[config.mk]
export PLATFORM = sky130hd
export DESIGN_NAME = pipe_control_unit_flat
export DESIGN_NICKNAME = d
export VERILOG_FILES = /design/src/rtl/ctrl_pkg.sv /design/src/rtl/pipe_control_unit_if.sv /design/src/rtl/ctrl_decoder.sv /design/src/rtl/pipe_control_unit.sv /design/src/flat_wrapper.sv
export SDC_FILE = /design/constraint.sdc
export NUM_CORES = 1
export LEC_CHECK = 0
export CAP_MARGIN = 20
export CORE_MARGIN = 2
export CORE_UTILIZATION = 41
export CTS_BUF_LIST = sky130_fd_sc_hd__clkbuf_16
export CTS_CLUSTER_SIZE = 8
export DETAILED_ROUTE_END_ITERATION = 10
export PLACE_DENSITY = 0.78
export SLEW_MARGIN = 25
export SYNTH_ARGS = -nofsm -noshare
export SYNTH_HDL_FRONTEND = slang
export SYNTH_HIERARCHICAL = 1
export SYNTH_SLANG_ARGS = --single-unit
[constraint.sdc]
create_clock -name clk -period 3.5 [get_ports clk]
set_input_delay 1.05 -clock clk [delete_from_list [all_inputs] [get_ports clk]]
set_output_delay 1.05 -clock clk [all_outputs]
set_load 0.005 [all_outputs]
[src/rtl/ctrl_pkg.sv]
// ---------------------------------------------------------------------------
// ctrl_pkg
// Shared definitions for the pipelined main control unit: RV32 opcodes the
// decoder recognises, the ALUOp encodings handed to the ALU control block,
// and the packed control bundle that travels down the pipeline.
// Ports: none (package).
// ---------------------------------------------------------------------------
package ctrl_pkg;

   // Opcodes decoded by the main control
   localparam logic [6:0] OP_R    = 7'b0110011;
   localparam logic [6:0] OP_LD   = 7'b0000011;
   localparam logic [6:0] OP_IALU = 7'b0010011;
   localparam logic [6:0] OP_SD   = 7'b0100011;
   localparam logic [6:0] OP_SB   = 7'b1100011;
   localparam logic [6:0] OP_JAL  = 7'b1101111;
   localparam logic [6:0] OP_JALR = 7'b1100111;

   // ALUOp encodings; ALUOP_I tells ALU control to use funct3 in immediate
   // form so that shifts such as slli pick up the right operation.
   localparam logic [1:0] ALUOP_ADD = 2'b00;
   localparam logic [1:0] ALUOP_BR  = 2'b01;
   localparam logic [1:0] ALUOP_R   = 2'b10;
   localparam logic [1:0] ALUOP_I   = 2'b11;

   // Control bundle produced in ID and carried through ID/EX
   typedef struct packed {
      logic [1:0] alu_op;
      logic       alu_src;
      logic       branch;
      logic       jump;
      logic       mem_read;
      logic       mem_write;
      logic       mem_to_reg;
      logic       reg_write;
      logic       link;
   } ctrl_t;

   // A bubble does nothing anywhere in the pipe
   localparam ctrl_t CTRL_BUBBLE = '0;

endpackage

[src/rtl/pipe_control_unit_if.sv]
// ---------------------------------------------------------------------------
// pipe_control_unit_if
// Bundles the ID-stage instruction fields, the EX redirect, and all of the
// per-stage control outputs of pipe_control_unit.
//   master : drives id_* and ex_redirect, observes stage controls
//   slave  : the control unit itself
// ---------------------------------------------------------------------------
interface pipe_control_unit_if #(
   parameter int REG_ADDR_W = 5,
   parameter int ALUOP_W    = 2
);

   logic [6:0]            id_opcode;
   logic [REG_ADDR_W-1:0] id_rs1;
   logic [REG_ADDR_W-1:0] id_rs2;
   logic [REG_ADDR_W-1:0] id_rd;
   logic                  ex_redirect;

   logic [ALUOP_W-1:0]    ex_alu_op;
   logic                  ex_alu_src;
   logic                  ex_branch;
   logic                  ex_jump;
   logic [REG_ADDR_W-1:0] ex_rd;
   logic                  ex_illegal;

   logic                  mem_mem_read;
   logic                  mem_mem_write;
   logic [REG_ADDR_W-1:0] mem_rd;

   logic                  wb_reg_write;
   logic                  wb_mem_to_reg;
   logic                  wb_link;
   logic [REG_ADDR_W-1:0] wb_rd;

   logic                  pc_write;
   logic                  ifid_write;
   logic                  ifid_flush;

   modport master (
      output id_opcode, id_rs1, id_rs2, id_rd, ex_redirect,
      input  ex_alu_op, ex_alu_src, ex_branch, ex_jump, ex_rd, ex_illegal,
      input  mem_mem_read, mem_mem_write, mem_rd,
      input  wb_reg_write, wb_mem_to_reg, wb_link, wb_rd,
      input  pc_write, ifid_write, ifid_flush
   );

   modport slave (
      input  id_opcode, id_rs1, id_rs2, id_rd, ex_redirect,
      output ex_alu_op, ex_alu_src, ex_branch, ex_jump, ex_rd, ex_illegal,
      output mem_mem_read, mem_mem_write, mem_rd,
      output wb_reg_write, wb_mem_to_reg, wb_link, wb_rd,
      output pc_write, ifid_write, ifid_flush
   );

endinterface

[src/rtl/ctrl_decoder.sv]
// ---------------------------------------------------------------------------
// ctrl_decoder
// Purely combinational main decoder: opcode -> control bundle, plus an
// illegal flag and which source registers the instruction really reads
// (the hazard unit must not stall on a register field that is only
// immediate bits).
// Ports:
//   i_opcode    in  7   opcode of the ID instruction
//   o_ctrl      out     ctrl_t bundle (regWrite not yet qualified by rd)
//   o_illegal   out 1   opcode not recognised (or jump while disabled)
//   o_uses_rs1  out 1   instruction reads rs1
//   o_uses_rs2  out 1   instruction reads rs2
// ---------------------------------------------------------------------------
module ctrl_decoder
   import ctrl_pkg::*;
#(
   parameter int ENABLE_JUMP = 1
) (
   input  logic [6:0] i_opcode,
   output ctrl_t      o_ctrl,
   output logic       o_illegal,
   output logic       o_uses_rs1,
   output logic       o_uses_rs2
);

   // Every path starts from a bubble so unrecognised opcodes leave all
   // controls low; only the illegal flag distinguishes them from a NOP.
   always_comb begin
      o_ctrl     = CTRL_BUBBLE;
      o_illegal  = 1'b0;
      o_uses_rs1 = 1'b0;
      o_uses_rs2 = 1'b0;
      case (i_opcode)
         OP_R: begin
            o_ctrl.reg_write = 1'b1;
            o_ctrl.alu_op    = ALUOP_R;
            o_uses_rs1       = 1'b1;
            o_uses_rs2       = 1'b1;
         end
         OP_LD: begin
            o_ctrl.mem_read   = 1'b1;
            o_ctrl.mem_to_reg = 1'b1;
            o_ctrl.alu_src    = 1'b1;
            o_ctrl.reg_write  = 1'b1;
            o_ctrl.alu_op     = ALUOP_ADD;
            o_uses_rs1        = 1'b1;
         end
         OP_IALU: begin
            o_ctrl.alu_src   = 1'b1;
            o_ctrl.reg_write = 1'b1;
            o_ctrl.alu_op    = ALUOP_I;
            o_uses_rs1       = 1'b1;
         end
         OP_SD: begin
            o_ctrl.mem_write = 1'b1;
            o_ctrl.alu_src   = 1'b1;
            o_ctrl.alu_op    = ALUOP_ADD;
            o_uses_rs1       = 1'b1;
            o_uses_rs2       = 1'b1;
         end
         OP_SB: begin
            o_ctrl.branch = 1'b1;
            o_ctrl.alu_op = ALUOP_BR;
            o_uses_rs1    = 1'b1;
            o_uses_rs2    = 1'b1;
         end
         OP_JAL: begin
            if (ENABLE_JUMP != 0) begin
               o_ctrl.jump      = 1'b1;
               o_ctrl.reg_write = 1'b1;
               o_ctrl.link      = 1'b1;
               o_ctrl.alu_src   = 1'b1;
               o_ctrl.alu_op    = ALUOP_ADD;
            end else begin
               o_illegal = 1'b1;
            end
         end
         OP_JALR: begin
            if (ENABLE_JUMP != 0) begin
               o_ctrl.jump      = 1'b1;
               o_ctrl.reg_write = 1'b1;
               o_ctrl.link      = 1'b1;
               o_ctrl.alu_src   = 1'b1;
               o_ctrl.alu_op    = ALUOP_ADD;
               o_uses_rs1       = 1'b1;
            end else begin
               o_illegal = 1'b1;
            end
         end
         default: begin
            o_illegal = 1'b1;
         end
      endcase
   end

endmodule

[src/rtl/pipe_control_unit.sv]
// ---------------------------------------------------------------------------
// pipe_control_unit
// Pipelined main control: decodes the ID opcode, carries the controls
// through ID/EX, EX/MEM and MEM/WB, detects load-use hazards (stall PC and
// IF/ID, bubble into ID/EX) and squashes the wrong path on an EX redirect.
// Ports:
//   clk    in  1   rising-edge clock
//   reset  in  1   synchronous active-high reset
//   bus    slave modport of pipe_control_unit_if
//          in : id_opcode, id_rs1, id_rs2, id_rd, ex_redirect
//          out: ex_* (EX stage), mem_* (MEM stage), wb_* (WB stage),
//               pc_write / ifid_write / ifid_flush (combinational)
// ---------------------------------------------------------------------------
module pipe_control_unit
   import ctrl_pkg::*;
#(
   parameter int REG_ADDR_W  = 5,
   parameter int ALUOP_W     = 2,
   parameter int ENABLE_JUMP = 1
) (
   input  logic                    clk,
   input  logic                    reset,
   pipe_control_unit_if.slave      bus
);

   ctrl_t                 w_dec_ctrl;
   ctrl_t                 w_id_ctrl;
   logic                  w_dec_illegal;
   logic                  w_uses_rs1;
   logic                  w_uses_rs2;
   logic                  w_stall;
   logic                  w_flush;
   logic                  w_bubble;

   ctrl_t                 r_ex_ctrl;
   logic [REG_ADDR_W-1:0] r_ex_rd;
   logic                  r_ex_illegal;

   logic                  r_mem_mem_read;
   logic                  r_mem_mem_write;
   logic                  r_mem_reg_write;
   logic                  r_mem_mem_to_reg;
   logic                  r_mem_link;
   logic [REG_ADDR_W-1:0] r_mem_rd;

   logic                  r_wb_reg_write;
   logic                  r_wb_mem_to_reg;
   logic                  r_wb_link;
   logic [REG_ADDR_W-1:0] r_wb_rd;

   ctrl_decoder #(
      .ENABLE_JUMP (ENABLE_JUMP)
   ) u_decoder (
      .i_opcode   (bus.id_opcode),
      .o_ctrl     (w_dec_ctrl),
      .o_illegal  (w_dec_illegal),
      .o_uses_rs1 (w_uses_rs1),
      .o_uses_rs2 (w_uses_rs2)
   );

   // Writes to x0 are architecturally discarded, so drop regWrite early;
   // downstream forwarding logic can then trust reg_write alone.
   always_comb begin
      w_id_ctrl = w_dec_ctrl;
      if (bus.id_rd == '0) begin
         w_id_ctrl.reg_write = 1'b0;
      end
   end

   // Load-use hazard: the load in EX produces its data too late for the
   // instruction in ID. Only registers the ID instruction actually reads
   // count, and a load to x0 never creates a dependency.
   always_comb begin
      w_stall = r_ex_ctrl.mem_read && (r_ex_rd != '0) &&
                ((w_uses_rs1 && (bus.id_rs1 == r_ex_rd)) ||
                 (w_uses_rs2 && (bus.id_rs2 == r_ex_rd)));
      w_flush  = bus.ex_redirect;
      w_bubble = w_stall || w_flush;
   end

   // Front-end control. A redirect overrides any stall because the stalled
   // instruction is on the wrong path anyway. Reset forces the front end to
   // run so nothing stale in ID/EX can freeze it while the pipe is cleared.
   always_comb begin
      bus.pc_write   = reset || w_flush || !w_stall;
      bus.ifid_write = reset || w_flush || !w_stall;
      bus.ifid_flush = !reset && w_flush;
   end

   // ID/EX register: loads the decoded instruction unless it must be
   // replaced by a bubble (stall, squash or reset).
   always_ff @(posedge clk) begin
      if (reset || w_bubble) begin
         r_ex_ctrl    <= CTRL_BUBBLE;
         r_ex_rd      <= '0;
         r_ex_illegal <= 1'b0;
      end else begin
         r_ex_ctrl    <= w_id_ctrl;
         r_ex_rd      <= bus.id_rd;
         r_ex_illegal <= w_dec_illegal;
      end
   end

   // EX/MEM register: always advances, keeps only MEM and WB controls.
   always_ff @(posedge clk) begin
      if (reset) begin
         r_mem_mem_read   <= 1'b0;
         r_mem_mem_write  <= 1'b0;
         r_mem_reg_write  <= 1'b0;
         r_mem_mem_to_reg <= 1'b0;
         r_mem_link       <= 1'b0;
         r_mem_rd         <= '0;
      end else begin
         r_mem_mem_read   <= r_ex_ctrl.mem_read;
         r_mem_mem_write  <= r_ex_ctrl.mem_write;
         r_mem_reg_write  <= r_ex_ctrl.reg_write;
         r_mem_mem_to_reg <= r_ex_ctrl.mem_to_reg;
         r_mem_link       <= r_ex_ctrl.link;
         r_mem_rd         <= r_ex_rd;
      end
   end

   // MEM/WB register: always advances, keeps only WB controls.
   always_ff @(posedge clk) begin
      if (reset) begin
         r_wb_reg_write  <= 1'b0;
         r_wb_mem_to_reg <= 1'b0;
         r_wb_link       <= 1'b0;
         r_wb_rd         <= '0;
      end else begin
         r_wb_reg_write  <= r_mem_reg_write;
         r_wb_mem_to_reg <= r_mem_mem_to_reg;
         r_wb_link       <= r_mem_link;
         r_wb_rd         <= r_mem_rd;
      end
   end

   // Stage outputs straight from the stage registers
   always_comb begin
      bus.ex_alu_op     = ALUOP_W'(r_ex_ctrl.alu_op);
      bus.ex_alu_src    = r_ex_ctrl.alu_src;
      bus.ex_branch     = r_ex_ctrl.branch;
      bus.ex_jump       = r_ex_ctrl.jump;
      bus.ex_rd         = r_ex_rd;
      bus.ex_illegal    = r_ex_illegal;
      bus.mem_mem_read  = r_mem_mem_read;
      bus.mem_mem_write = r_mem_mem_write;
      bus.mem_rd        = r_mem_rd;
      bus.wb_reg_write  = r_wb_reg_write;
      bus.wb_mem_to_reg = r_wb_mem_to_reg;
      bus.wb_link       = r_wb_link;
      bus.wb_rd         = r_wb_rd;
   end

endmodule

[src/flat_wrapper.sv]
// flat-port wrapper written by rule: the top's interface ports become plain ports
module pipe_control_unit_flat import ctrl_pkg::*;
#(
   parameter int REG_ADDR_W  = 5,
   parameter int ALUOP_W     = 2,
   parameter int ENABLE_JUMP = 1
)
  (clk, reset, bus_id_opcode, bus_id_rs1, bus_id_rs2, bus_id_rd, bus_ex_redirect, bus_ex_alu_op, bus_ex_alu_src, bus_ex_branch, bus_ex_jump, bus_ex_rd, bus_ex_illegal, bus_mem_mem_read, bus_mem_mem_write, bus_mem_rd, bus_wb_reg_write, bus_wb_mem_to_reg, bus_wb_link, bus_wb_rd, bus_pc_write, bus_ifid_write, bus_ifid_flush);
  pipe_control_unit_if #(.REG_ADDR_W(REG_ADDR_W), .ALUOP_W(ALUOP_W)) bus_i ();
  input  logic clk;
  input  logic reset;
  input wire logic [$bits(bus_i.id_opcode)-1:0] bus_id_opcode;
  input wire logic [$bits(bus_i.id_rs1)-1:0] bus_id_rs1;
  input wire logic [$bits(bus_i.id_rs2)-1:0] bus_id_rs2;
  input wire logic [$bits(bus_i.id_rd)-1:0] bus_id_rd;
  input wire logic [$bits(bus_i.ex_redirect)-1:0] bus_ex_redirect;
  output wire logic [$bits(bus_i.ex_alu_op)-1:0] bus_ex_alu_op;
  output wire logic [$bits(bus_i.ex_alu_src)-1:0] bus_ex_alu_src;
  output wire logic [$bits(bus_i.ex_branch)-1:0] bus_ex_branch;
  output wire logic [$bits(bus_i.ex_jump)-1:0] bus_ex_jump;
  output wire logic [$bits(bus_i.ex_rd)-1:0] bus_ex_rd;
  output wire logic [$bits(bus_i.ex_illegal)-1:0] bus_ex_illegal;
  output wire logic [$bits(bus_i.mem_mem_read)-1:0] bus_mem_mem_read;
  output wire logic [$bits(bus_i.mem_mem_write)-1:0] bus_mem_mem_write;
  output wire logic [$bits(bus_i.mem_rd)-1:0] bus_mem_rd;
  output wire logic [$bits(bus_i.wb_reg_write)-1:0] bus_wb_reg_write;
  output wire logic [$bits(bus_i.wb_mem_to_reg)-1:0] bus_wb_mem_to_reg;
  output wire logic [$bits(bus_i.wb_link)-1:0] bus_wb_link;
  output wire logic [$bits(bus_i.wb_rd)-1:0] bus_wb_rd;
  output wire logic [$bits(bus_i.pc_write)-1:0] bus_pc_write;
  output wire logic [$bits(bus_i.ifid_write)-1:0] bus_ifid_write;
  output wire logic [$bits(bus_i.ifid_flush)-1:0] bus_ifid_flush;
  assign bus_i.id_opcode = bus_id_opcode;
  assign bus_i.id_rs1 = bus_id_rs1;
  assign bus_i.id_rs2 = bus_id_rs2;
  assign bus_i.id_rd = bus_id_rd;
  assign bus_i.ex_redirect = bus_ex_redirect;
  assign bus_ex_alu_op = bus_i.ex_alu_op;
  assign bus_ex_alu_src = bus_i.ex_alu_src;
  assign bus_ex_branch = bus_i.ex_branch;
  assign bus_ex_jump = bus_i.ex_jump;
  assign bus_ex_rd = bus_i.ex_rd;
  assign bus_ex_illegal = bus_i.ex_illegal;
  assign bus_mem_mem_read = bus_i.mem_mem_read;
  assign bus_mem_mem_write = bus_i.mem_mem_write;
  assign bus_mem_rd = bus_i.mem_rd;
  assign bus_wb_reg_write = bus_i.wb_reg_write;
  assign bus_wb_mem_to_reg = bus_i.wb_mem_to_reg;
  assign bus_wb_link = bus_i.wb_link;
  assign bus_wb_rd = bus_i.wb_rd;
  assign bus_pc_write = bus_i.pc_write;
  assign bus_ifid_write = bus_i.ifid_write;
  assign bus_ifid_flush = bus_i.ifid_flush;
  pipe_control_unit #(.REG_ADDR_W(REG_ADDR_W), .ALUOP_W(ALUOP_W), .ENABLE_JUMP(ENABLE_JUMP)) u_core (.clk(clk), .reset(reset), .bus(bus_i));
endmodule
==> results of run 1 <==
final cells by class:
type | instances | area [um^2] | share of cell area
clock inverter | 2 | 7.51 | 0.00357
tap | 33 | 41.3 | 0.0197
multi-input combinational | 78 | 581 | 0.276
clock buffer | 5 | 125 | 0.0596
timing repair buffer | 74 | 656 | 0.312
sequential | 34 | 681 | 0.324
inverter | 2 | 10.0 | 0.00476
cells in the final DEF, fill, tap and decap left out, types with 2 or more instances in the layout:
| cell | instances |
|---|---|
| clkdlybuf4s50_1 | 34 |
| dfxtp_1 | 34 |
| buf_4 | 21 |
| nor2b_1 | 18 |
| and3_1 | 16 |
| dlygate4sd2_1 | 10 |
| xnor2_1 | 9 |
| clkbuf_16 | 5 |
| buf_2 | 4 |
| buf_6 | 4 |
| nand2_1 | 3 |
| nor2_1 | 3 |
| or2_4 | 3 |
| inv_1 | 2 |
| nand4_1 | 2 |
| nand3b_1 | 2 |
| o21ai_2 | 2 |
through the flow:
stage	hold WS (ns)	power [mW]	cells	util
after floorplan	0.414	0.435	123	-
after CTS	0.432	0.886	228	0.691
after detailed placement	0.420	0.488	206	0.613
after global routing	0.451	0.911	228	0.700
after global placement	0.416	0.485	206	0.613
final	0.430	0.878	228	0.700
cell usage after synthesis, types with 2 or more instances:
cell type / n
dfxtp_1: 34
nor2b_1: 18
and3_1: 16
xnor2_1: 10
buf_4: 5
nand2_1: 4
nor2_1: 4
clkbuf_1: 3
a21oi_1: 2
inv_2: 2
nand3b_1: 2
nand4_1: 2
o21ai_2: 2
or2_4: 2
or3_1: 2
report_power, final:
group	internal (mW)	switching (mW)	leakage, nW
combinational	0.0553	0.0336	0.545
clock	0.253	0.136	0.0723
sequential	0.394	0.00542	0.276
total	0.702	0.175	0.893
cells by family after synthesis:
logic type	after synthesis	share of synthesized area
AOI/OAI and AO/OA	8	0.0575
xor gates and xnor gates	10	0.0682
buffers and inverters	11	0.0526
DFF	34	0.530
and+or+nand+nor	60	0.291
worst paths after layout:
kind	start	to	slack, ns	depth (start not counted)
setup reg to reg	u_core/bus.ex_rd[2]	u_core/bus.ex_alu_op[1]	1.92	6
setup / recovery	bus_id_opcode[3]	bus_pc_write	-0.02	9
hold reg to reg	u_core/r_ex_ctrl[2]	u_core/r_mem_mem_to_reg	0.43	1
hold / removal	u_core/r_ex_ctrl[2]	u_core/r_mem_mem_to_reg	0.43	1
repair_timing:
| item | in CTS | in global routing |
|---|---|---|
| gates resized for setup | 50 | 9 |
| cloned | 0 | 0 |
| setup endpoints to repair | 2 | 5 |
| pin swaps | 21 | 7 |
| buffers inserted | 15 | 1 |
| hold endpoints to repair | 0 | 0 |
worst max-delay path: cells and delay by family:
family | cells | cell delay [ns]
buffers and inverters | 2 | 0.22
AOI/OAI and AO/OA | 2 | 0.26
and+or+nand+nor | 5 | 0.94
metal layers:
metal,global-route usage,up-vias,wire (um)
met2,0.307,43,1530
met5,0,-,0
met4,0.133,0,129
met3,0.0628,11,206
met1,0.195,490,1200
li1,-,549,-
==> results.ini, run 1 <==
[global_route]
antenna_found_initial = 0
grt_pass1_vias = 1059
grt_max_degree = 20
overflow = 0
grt_usage = 0.186
grt_pass1_wl_um = 4740

[power_and_ir_drop]
p_leak_nw = 0.893
ir_drop_mv = 0.353
p_per_area_nw_per_um2 = 418

[yosys]
synth_top_area_cell = dfxtp_1
synth_area_leaders = dfxtp_1, nor2b_1, and3_1
synth_top_area_share = 0.530
ys_seq_elements = 34
syn_area_um2 = 1280
syn_nets = 148
ys.flop_type = dfxtp_1
synth.distinct_cells = 30
synth_enable_flop_cells = 0
yosysWarnings = 6
synth_area_per_cell_um2 = 10.4
seq_area_frac_synth = 0.530
syn_inst = 123
async_reset_ff_frac = 0

[timing]
fmax_mhz = 284
setup_tns_ns = -0.0334
fin_crit_ns = 3.52
setup_slack_ns = -0.0172
slew_headroom = 0.517
period_share = 1.00
final_max_slew_viol_count = 0
hold_violations = 0
worst-slew-pin-transition_ns = 0.722
setup-violations-final = 2
finClkSkew_ns = 0.00347
rsz0062_at_grt = true

[setup_path]
path_max_fanout = 2
crit_type = in2out
required_ns = 2.45
slowest_delay_ns = 0.35
crit_path_start_kind = input port
crit_arrival_ns = 2.47
worst_setup_path_end_kind = output pin
crit_chain = buf_6 > nand3b_1 > nor2_2 > and3_1 > nand2_1 > o22ai_4 > o211ai_4 > or3_4 > buf_6
cpMaxStageDelayCell = or3_4
crit_top_cell = buf_6

[placed_design]
dp_hpwl_um = 1950
placed_area_um2 = 1840
gp_congestion = 0.831
port_buffers = 53
place_ws_ns = -0.767

[run_status]
failed_checks = setup timing
outcome = complete, but fails checks

[die]
core-area_um2 = 3000
die_w_um = 60.0
boundaryPins = 54
start_util = 0.427
die_area_um2 = 3590
die_h_um = 60.0
fp-row-count = 20

[cells_and_area]
fillers = 236
drive_above_1_share = 0.267
area_growth_pct = 63.6
final_nets = 220
antenna_cells = 0
design_area_um2 = 2100

[job]
max_cap_violations = 0

[clock_network]
cts.sinks = 34
cts_tree = built
insertion_delay_ns = 0.27
clock_tree.root_cell = clkbuf_16
clk_pin_slew_ns = 0.05
cts_buffers = 5
clk_path_buf_depth = 2
ctsHoldBuffers = 0
h-tree-depth = 2

[detailed_routing]
remaining_drc_errors = 0
drt-total-wl_um = 3060
dr.pass1.iters = 4
drtIter0Drc = 23
viasPerCell = 4.79
postRouteAntennaNets = 0
via_count = 1093
wl_per_cell_um = 13.4

[min_path]
hp-class = reg2reg

Power figures use the tool's default switching activity.
==> inputs of run 2 (changes only) <==
--- a/config.mk
+++ b/config.mk
@@ -12,7 +12,6 @@
 export CTS_CLUSTER_SIZE = 8
 export DETAILED_ROUTE_END_ITERATION = 10
 export PLACE_DENSITY = 0.78
-export SLEW_MARGIN = 25
 export SYNTH_ARGS = -nofsm -noshare
 export SYNTH_HDL_FRONTEND = slang
 export SYNTH_HIERARCHICAL = 1
==> results of run 2 <==
Final layout, timing and power as in run 1 (identical DEF).
==> inputs of run 3 (changes only) <==
==> constraint.sdc (replaced) <==
create_clock -name clk -period 3.5 [get_ports clk]
set_input_delay 0.875 -clock clk [delete_from_list [all_inputs] [get_ports clk]]
set_output_delay 0.875 -clock clk [all_outputs]
set_load 0.005 [all_outputs]
==> run 3 against run 2 <==
Compared with the run above: the run now ends clean; non-clock buffer count down 8; register-to-register slack got worse by 0.23 ns; highest routed layer unchanged; clock-buffer cell count unchanged.
==> results.ini, run 3 (synthesized netlist as in run 1, its figures left out) <==
[cells_and_area]
antenna_cells = 0  ; unchanged
final_cell_mix = clkdlybuf4s50_1, dfxtp_1, nor2b_1, and3_1, buf_4
fin_cells = 221  ; -3.1%
drive_above_1_share = 0.186  ; -0.0805
area_growth_pct = 59.8
final_util = 0.683  ; -0.0162
final_common_cell = clkdlybuf4s50_1
final_nets = 212  ; -3.6%

[timing]
fmax_mhz = 294  ; +3.5%
setup_slack_ns = 0.103  ; +0.120 ns
fin_crit_ns = 3.40  ; -0.120 ns
period_share = 0.971  ; -0.0342
finClkSkew_ns = 0.00464  ; +0.00118 ns
worst-slew-pin-transition_ns = 0.704  ; -0.0186 ns
hold_violations = 0  ; unchanged
setup-violations-final = 0  ; -2
rsz0062_at_grt = false
slew_headroom = 0.529  ; +0.0124
final_max_slew_viol_count = 0  ; unchanged

[clock_network]
clk_path_buf_depth = 2  ; unchanged
insertion_delay_ns = 0.27  ; about the same
cts_buffers = 5  ; unchanged
h-tree-depth = 2  ; unchanged
clock_tree.root_cell = clkbuf_16
ctsHoldBuffers = 0  ; unchanged
cts_tree = built
clk_pin_slew_ns = 0.05  ; about the same
cts.sinks = 34  ; unchanged

[setup_path]
required_ns = 2.62  ; +0.17 ns
reg2reg_setup_slack_ns = 1.69  ; -0.23 ns
crit_path_start_kind = input port
worst_setup_path_end_kind = output pin
path_max_fanout = 2  ; unchanged
crit_chain = clkdlybuf4s50_1 > nand3b_1 > a21oi_2 > nand2_1 > o22ai_2 > o211ai_4 > or3_4 > buf_6
reg2reg_from = u_core/bus.ex_rd[2]
rr_endpoint = u_core/bus.ex_rd[1]
crit_type = in2out
crit_arrival_ns = 2.52  ; +0.05 ns
slowest_delay_ns = 0.50  ; +0.15 ns
cpMaxStageDelayCell = clkdlybuf4s50_1
reg2reg_depth = 8  ; +2

[detailed_routing]
viasPerCell = 4.75  ; -0.89%
wl_per_cell_um = 12.5  ; -7.0%
dr.pass1.iters = 3  ; -1
postRouteAntennaNets = 0  ; unchanged
remaining_drc_errors = 0  ; unchanged
drt-total-wl_um = 2760  ; -9.8%
via_count = 1050  ; -3.9%
drtIter0Drc = 10  ; -57%

[min_path]
hp-class = reg2reg
min_to = u_core/r_mem_mem_to_reg
holdPathStages = 1  ; unchanged
hold_start = u_core/r_ex_ctrl[2]

[die]
die_area_um2 = 3590  ; unchanged
core-area_um2 = 3000  ; unchanged
fp-row-count = 20  ; unchanged
start_util = 0.427  ; unchanged
die_h_um = 60.0  ; unchanged
boundaryPins = 54  ; unchanged
die_w_um = 60.0  ; unchanged

[global_route]
overflow = 0  ; unchanged
grt_max_degree = 21  ; +5.0%
grt_pass1_vias = 1041  ; -1.7%
grt_usage = 0.164  ; -0.0224
grt_pass1_wl_um = 4310  ; -9.0%
antenna_found_initial = 0  ; unchanged

[placed_design]
port_buffers = 53  ; unchanged
gp_congestion = 0.831  ; about the same
dp.cells = 206  ; unchanged
place_ws_ns = -0.429  ; +0.338 ns
dp_hpwl_um = 1900  ; -2.1%

[power_and_ir_drop]
ir_drop_mv = 0.242  ; -31%
p_leak_nw = 0.856  ; -4.1%
p_per_area_nw_per_um2 = 429  ; +2.7%

[run_status]
outcome = finished clean

[job]
max_cap_violations = 0  ; unchanged

[run 3: worst max-delay path: cells and delay by family]
kind | cells | cell delay (ns)
and+or+nand+nor | 3 | 0.56
AOI/OAI and AO/OA | 3 | 0.46
buffers and inverters | 2 | 0.63
[run 3: report_power, final]
| group | internal [mW] | switching [mW] | total, mW |
|---|---|---|---|
| clock | 0.256 | 0.142 | 0.398 |
| combinational | 0.0539 | 0.0295 | 0.0834 |
| sequential | 0.394 | 0.00532 | 0.399 |
| total | 0.704 | 0.177 | 0.880 |
[run 3: worst max-delay path by stage]
| stage | from | depth (start not counted) | to | slack (ns) |
|---|---|---|---|---|
| global route | bus_id_opcode[4] | 8 | bus_pc_write | 0.007 |
| detailed placement | bus_id_opcode[1] | 9 | bus_pc_write | -0.43 |
| global placement | bus_id_opcode[0] | 9 | bus_ifid_write | -0.35 |
| floorplan | bus_id_opcode[3] | 8 | bus_pc_write | 0.39 |
| finish | bus_id_opcode[5] | 8 | bus_pc_write | 0.10 |
| CTS | bus_id_opcode[3] | 9 | bus_ifid_write | 0.002 |
[run 3: per-stage QoR]
stage | cell area [um^2] | TNS (ns) | hold WS, ns | power (mW)
6_report | 2050 | 0 | 0.435 | 0.880
5_1_grt | 2050 | 0 | 0.464 | 0.912
4_1_cts | 2020 | 0 | 0.436 | 0.889
3_5_place_dp | 1840 | -0.841 | 0.420 | 0.488
3_3_place_gp | 1840 | -0.701 | 0.416 | 0.486
2_1_floorplan | 1280 | 0 | 0.414 | 0.435
[run 3: final cells by class]
class,instances,area [um^2]
sequential,34,681
clock inverter,3,12.5
tap,33,41.3
timing repair buffer,66,632
fill,247,951
clock buffer,5,125
multi-input combinational,78,553
inverter,2,7.51
[run 3: timing repair]
item / in CTS / in global routing
hold endpoints to repair: 0 / 0
pin swaps: 7 / 6
endpoints found under the setup margin: 2 / 2
setup buffers: 4 / 3
resized for setup: 15 / 3
[run 3: layer usage]
layer | share of wire | global-route usage
met2 | 0.53 | 0.301
met4 | 0.016 | 0.0889
met5 | 0 | 0
met3 | 0.061 | 0.0433
met1 | 0.39 | 0.164
